### config.mk
export PLATFORM = sky130hd
export DESIGN_NAME = data_mem_responder
export DESIGN_NICKNAME = d
export VERILOG_FILES = /design/src/rtl/mem_bus_pkg.sv /design/src/rtl/mem_array.sv /design/src/rtl/data_mem_responder.sv
export SDC_FILE = /design/constraint.sdc
export NUM_CORES = 2
export LEC_CHECK = 0
export BUFFER_PORTS_ARGS = -buffer_cell sky130_fd_sc_hd__buf_2
export CORE_MARGIN = 2
export CORE_UTILIZATION = 55
export CTS_CLUSTER_DIAMETER = 80
export DETAILED_ROUTE_END_ITERATION = 7
export PLACE_DENSITY = 0.71
export SLEW_MARGIN = 30
export SYNTH_ARGS = -nofsm -noshare
export SYNTH_HDL_FRONTEND = slang
export SYNTH_HIERARCHICAL = 1
export SYNTH_SLANG_ARGS = --single-unit
export TNS_END_PERCENT = 50
### constraint.sdc
create_clock -name clk -period 14.17 [get_ports clk]
set_input_delay 0.7085 -clock clk [delete_from_list [all_inputs] [get_ports clk]]
set_output_delay 0.7085 -clock clk [all_outputs]
set_load 0.01 [all_outputs]
### src/rtl/mem_bus_pkg.sv
`default_nettype none
// ----------------------------------------------------------------------------
// mem_bus_pkg
// Shared types and constants for the datapath load/store memory port.
// Revision: 1.0
// ----------------------------------------------------------------------------
package mem_bus_pkg;

  typedef enum logic [1:0] {
    ST_IDLE = 2'd0,
    ST_WAIT = 2'd1,
    ST_RESP = 2'd2
  } state_t;

  localparam logic RESP_OK  = 1'b0;
  localparam logic RESP_ERR = 1'b1;

  localparam int DEFAULT_DEPTH_WORDS = 64;
  localparam int DEFAULT_WAIT_STATES = 2;

endpackage
`default_nettype wire

### src/rtl/mem_array.sv
`default_nettype none
// ----------------------------------------------------------------------------
// mem_array
// Single-port word memory: synchronous write, synchronous registered read.
// Contents and read register are deliberately not reset.
// Revision: 1.0
// ----------------------------------------------------------------------------
module mem_array #(
  parameter int DEPTH = 64,
  parameter int WIDTH = 32,
  parameter int AW    = $clog2(DEPTH)
) (
  input  logic             clk,
  input  logic             en,
  input  logic             we,
  input  logic [AW-1:0]    addr,
  input  logic [WIDTH-1:0] wdata,
  output logic [WIDTH-1:0] rdata
);

  logic [WIDTH-1:0] mem [DEPTH];

  // Enabled cycle either writes the word or captures it into the read register.
  always_ff @(posedge clk) begin
    if (en) begin
      if (we) begin
        mem[addr] <= wdata;
      end else begin
        rdata <= mem[addr];
      end
    end
  end

endmodule
`default_nettype wire

### src/rtl/data_mem_responder.sv
`default_nettype none
// ----------------------------------------------------------------------------
// data_mem_responder
// Load/store responder: valid/ready request, programmable wait states,
// response held until accepted, error for misaligned/out-of-range addresses.
// Revision: 1.0
// ----------------------------------------------------------------------------
module data_mem_responder
  import mem_bus_pkg::*;
#(
  parameter int          DEPTH_WORDS = DEFAULT_DEPTH_WORDS,
  parameter int          WAIT_STATES = DEFAULT_WAIT_STATES,
  parameter logic [31:0] BASE_ADDR   = 32'h0000_0000
) (
  input  logic        clk,
  input  logic        reset,
  input  logic        req_valid,
  output logic        req_ready,
  input  logic        req_write,
  input  logic [31:0] req_addr,
  input  logic [31:0] req_wdata,
  output logic        resp_valid,
  input  logic        resp_ready,
  output logic [31:0] resp_rdata,
  output logic        resp_err,
  output logic        busy
);

  localparam int          AW       = $clog2(DEPTH_WORDS);
  localparam logic [32:0] SPAN     = 33'(DEPTH_WORDS) << 2;
  localparam logic [3:0]  CNT_INIT = (WAIT_STATES > 0) ? 4'(WAIT_STATES - 1) : 4'd0;

  state_t         state;
  state_t         state_nx;
  logic [3:0]     cnt;

  logic           lat_write;
  logic           lat_err;
  logic [AW-1:0]  lat_idx;
  logic [31:0]    lat_wdata;

  logic           resp_load;
  logic [31:0]    mem_rdata;

  logic           accept;
  logic           access;
  logic           acc_write;
  logic           acc_err;
  logic [AW-1:0]  acc_idx;
  logic [31:0]    acc_wdata;

  logic [31:0]    req_off;
  logic           req_err;
  logic [AW-1:0]  req_idx;

  // Unsigned offset makes addresses below BASE_ADDR wrap and fail the span test.
  assign req_off = req_addr - BASE_ADDR;
  assign req_err = (req_addr[1:0] != 2'b00) || ({1'b0, req_off} >= SPAN);
  assign req_idx = req_off[AW+1:2];

  assign req_ready = (state == ST_IDLE) && reset;
  assign busy      = (state != ST_IDLE);
  assign accept    = req_valid && req_ready;

  // With zero wait states the access happens on the acceptance edge itself,
  // so the live request fields are used instead of the latched copy.
  assign acc_write = (state == ST_IDLE) ? req_write : lat_write;
  assign acc_err   = (state == ST_IDLE) ? req_err   : lat_err;
  assign acc_idx   = (state == ST_IDLE) ? req_idx   : lat_idx;
  assign acc_wdata = (state == ST_IDLE) ? req_wdata : lat_wdata;

  // Load data is only exposed for successful loads; otherwise forced to zero.
  assign resp_rdata = resp_load ? mem_rdata : 32'd0;

  // State register.
  always_ff @(posedge clk or negedge reset) begin
    if (!reset) begin
      state <= ST_IDLE;
    end else begin
      state <= state_nx;
    end
  end

  // Next-state decode and access strobe.
  always_comb begin
    state_nx = state;
    access   = 1'b0;
    case (state)
      ST_IDLE: begin
        if (accept) begin
          if (WAIT_STATES == 0) begin
            access   = 1'b1;
            state_nx = ST_RESP;
          end else begin
            state_nx = ST_WAIT;
          end
        end
      end
      ST_WAIT: begin
        if (cnt == 4'd0) begin
          access   = 1'b1;
          state_nx = ST_RESP;
        end
      end
      ST_RESP: begin
        if (resp_valid && resp_ready) begin
          state_nx = ST_IDLE;
        end
      end
      default: state_nx = ST_IDLE;
    endcase
  end

  // Request capture and wait-state counter.
  always_ff @(posedge clk or negedge reset) begin
    if (!reset) begin
      cnt       <= 4'd0;
      lat_write <= 1'b0;
      lat_err   <= 1'b0;
      lat_idx   <= '0;
      lat_wdata <= 32'd0;
    end else if (accept) begin
      cnt       <= CNT_INIT;
      lat_write <= req_write;
      lat_err   <= req_err;
      lat_idx   <= req_idx;
      lat_wdata <= req_wdata;
    end else if ((state == ST_WAIT) && (cnt != 4'd0)) begin
      cnt <= cnt - 4'd1;
    end
  end

  // Response registers: loaded on the access edge, cleared on the handshake.
  always_ff @(posedge clk or negedge reset) begin
    if (!reset) begin
      resp_valid <= 1'b0;
      resp_err   <= RESP_OK;
      resp_load  <= 1'b0;
    end else if (access) begin
      resp_valid <= 1'b1;
      resp_err   <= acc_err ? RESP_ERR : RESP_OK;
      resp_load  <= !acc_write && !acc_err;
    end else if (resp_valid && resp_ready) begin
      resp_valid <= 1'b0;
      resp_err   <= RESP_OK;
      resp_load  <= 1'b0;
    end
  end

  mem_array #(
    .DEPTH (DEPTH_WORDS),
    .WIDTH (32),
    .AW    (AW)
  ) u_mem (
    .clk   (clk),
    .en    (access && !acc_err),
    .we    (acc_write),
    .addr  (acc_idx),
    .wdata (acc_wdata),
    .rdata (mem_rdata)
  );

endmodule
`default_nettype wire

==> impl_metrics.ini <==
[detailed_routing]
post_drt_wl_per_cell_um = 32.9
dr.pass1.iters = 6
met1Wirelength_mm = 83.0
via_per_inst = 6.93
wl_met2_mm = 106
ant_nets = 0
wl_mm = 228
wl_met3_mm = 29.3
highest_layer = met5
vias = 48165
drt-initial-drc-count = 7667
drc_errors = 0

[setup_path]
endpoint_kind = register
crit_start = state[0]
ff2ff_path_depth = 12
cp.arrival_ns = 6.69
regToRegStartpoint = state[0]
reg2reg_to = u_mem/rdata[9]
crit_type = reg2reg
crit_end = u_mem/rdata[9]
worstSetupStartpointType = register
cp_max_fo = 48
worst_ep_required_time_ns = 14.88
r2r_slack_ns = 8.18

[clock_network]
cts_root_buf = clkbuf_16
cts_made_buffers = 202
clk_pin_slew_worst_paths_ns = 0.06
cts_tree = built
postCtsSetupRepairBufs = 0
clkLatencyLatePin_ns = 0.85
numClockSinks = 2129
htreeDepth = 4
clock_path_buffers = 3

[final_layout]
drive_gt1_frac = 0.151
final_cell_area_um2 = 91200
layout.nets = 4931
instances_no_fill = 6947
syn_to_final_growth_pct = 12.3

[timing]
rsz0062_at_grt = false
setup_viol = 0
fmax_mhz = 167
fin_skew_ns = 0.0377
post-route-min-period_ns = 5.99
drv_slew = 0
relSlewSlack = 0.311
hold_slack_ns = 0.0842
max_slew.worst_pin.slew_ns = 1.03
post-route-period-util = 0.422
worst_slack_ns = 8.18
finalHoldViolCount = 0
fin_setup_tns_ns = 0

[floorplan]
row_count = 140
start_util = 0.556
die_y_um = 388
dieArea_um2 = 151000
core_um2 = 146000
io_pins = 105
dieWidth_um = 388

[logic_synthesis]
synth.top_cell.area_share = 0.769
synth-seq-cells = 2129
synth.avg_cell_area_um2 = 17.1
seq_area_frac_synth = 0.784
yosysTopAreaCell = edfxtp_1
async_flop_share = 0.0230
yosysUniqueCellTypes = 65
netlist_instances = 4739
synth_ff_type = edfxtp_1
synth-edff-count = 2080
ys_top_cells_by_area = edfxtp_1, a22oi_1, mux2i_1, o22ai_1, a221oi_1
synth_fp_nets = 4809
synth_warnings = 6
syn_area_um2 = 81200

[hold_path]
min_from = req_wdata[8]
hp-class = in2reg

[outcome]
status = complete, no violations

[placement]
dpl-instance-area_um2 = 84800
routabilityCongestion = 0.902
dpl.cell_count = 6573
port_buffers = 104
dpl.hpwl_mm = 130
dpl_worst_slack_ns = 8.33

[power_and_ir_drop]
ir_worst_vdd_mv = 0.221
total_leakage_power_nw = 29.2
pwr_density_cell_nw_per_um2 = 213

[grt]
grt_use_total = 0.300
grt_max_degree = 113
grt_pass1_wl_mm = 327
antenna_found_initial = 11
grt_overflow = 0
grt_pass1_vias = 45842

[job]
cap_violations = 0
-- worst min-delay path by stage --
| stage | to | slack (ns) | cells after the start |
|---|---|---|---|
| finish | lat_wdata[8] | 0.08 | 3 |
| global route | resp_valid | 0.06 | 2 |
| CTS | lat_wdata[3] | 0.04 | 3 |
| detailed placement | lat_wdata[6] | 0.46 | 2 |
| global placement | lat_wdata[23] | 0.45 | 2 |
| floorplan | cnt[0] | 0.41 | 0 |
-- synthesized netlist by cell type, drive strengths merged (30+ instances only) --
master	n
edfxtp	2080
buf	137
and2	36
dfrtp	49
o22a	30
a221oi	171
or3	30
nor3	50
a22oi	477
a31oi	44
nor2	161
o22ai	238
mux2i	242
a21oi	72
o21ai	99
clkbuf	208
nand2	242
mux2	111
-- area by class of cell --
cell class | instances | area, um^2
multi-input cells | 2257 | 16700
fillers | 9992 | 54900
repair buffers | 263 | 2070
inverters | 8 | 31.3
flip-flops and latches | 2129 | 63700
clock inverters | 118 | 1080
clock buffers | 252 | 5290
well taps | 1917 | 2400
diodes | 3 | 7.51
-- per-stage QoR --
step / power [mW] / util
floorplan: 11.7 / -
global placement: 14.1 / 0.577
detailed placement: 14.2 / 0.581
CTS: 19.3 / 0.624
global route: 20.0 / 0.624
finish: 19.4 / 0.624
-- placed cells by master (no fill, tap or decap), types with 48 or more instances in the layout --
master and n:
a22oi_1 477, dfrtp_1 49, mux2_2 107, clkinv_1 53
clkbuf_1 48, buf_4 139, nor3_1 50, mux2i_1 242
buf_2 104, o21ai_0 99, a221oi_1 166, edfxtp_1 2080
clkbuf_16 204, nor2_1 89, o22ai_1 238, nor2_4 70
a21oi_1 72, nand2_1 237
-- routing by layer --
| layer | vias to the layer above | global-route usage |
|---|---|---|
| met5 | - | 0 |
| li1 | 19700 | - |
| met3 | 570 | 0.0727 |
| met1 | 24274 | 0.415 |
| met2 | 3609 | 0.461 |
| met4 | 12 | 0.124 |
-- state kept, by name, summed over array words and instances (netlist names) --
name and flops:
resp_valid 1, u_mem/rdata 32, lat_err 1, resp_load 1
cnt 4, lat_wdata 32, resp_err 1, state 2
lat_idx 6, u_mem/mem 2048, lat_write 1
-- what timing repair did --
item | 4_1_cts | 5_1_grt
hold endpoints to repair | 49 | 0
resized for setup | 0 | 0
endpoints found under the setup margin | 0 | 0
hold buffers | 1 | 0
-- critical path, stage by stage, from the launching register on --
cell and delay (ns):
dfrtp_1 0.41, nor2_4 0.11, buf_4 0.50, mux2_8 0.54, buf_4 0.74, buf_4 0.77
nor2b_4 0.62, buf_4 0.53, a22oi_1 0.19, nor2_1 0.24, a311oi_1 0.11, o221ai_1 0.70
or3_1 0.21
-- kinds of logic after synthesis --
| kind of cell | Yosys count | synth area share |
|---|---|---|
| flops | 2129 | 0.784 |
| compound gates | 1289 | 0.115 |
| simple gates | 603 | 0.0339 |
| mux | 361 | 0.0475 |
| buf+inv | 353 | 0.0186 |
| xor+xnor | 3 | 0.000324 |
| fa+ha+maj | 1 | 0.000154 |
-- power breakdown --
group | internal [mW] | leakage [nW] | switching [mW]
logic | 1.64 | 6.77 | 4.55
clock network | 2.92 | 3.09 | 2.30
registers | 7.98 | 19.4 | 0.0348
total | 12.5 | 29.2 | 6.89
No activity file was read; power rests on OpenSTA's default activity.
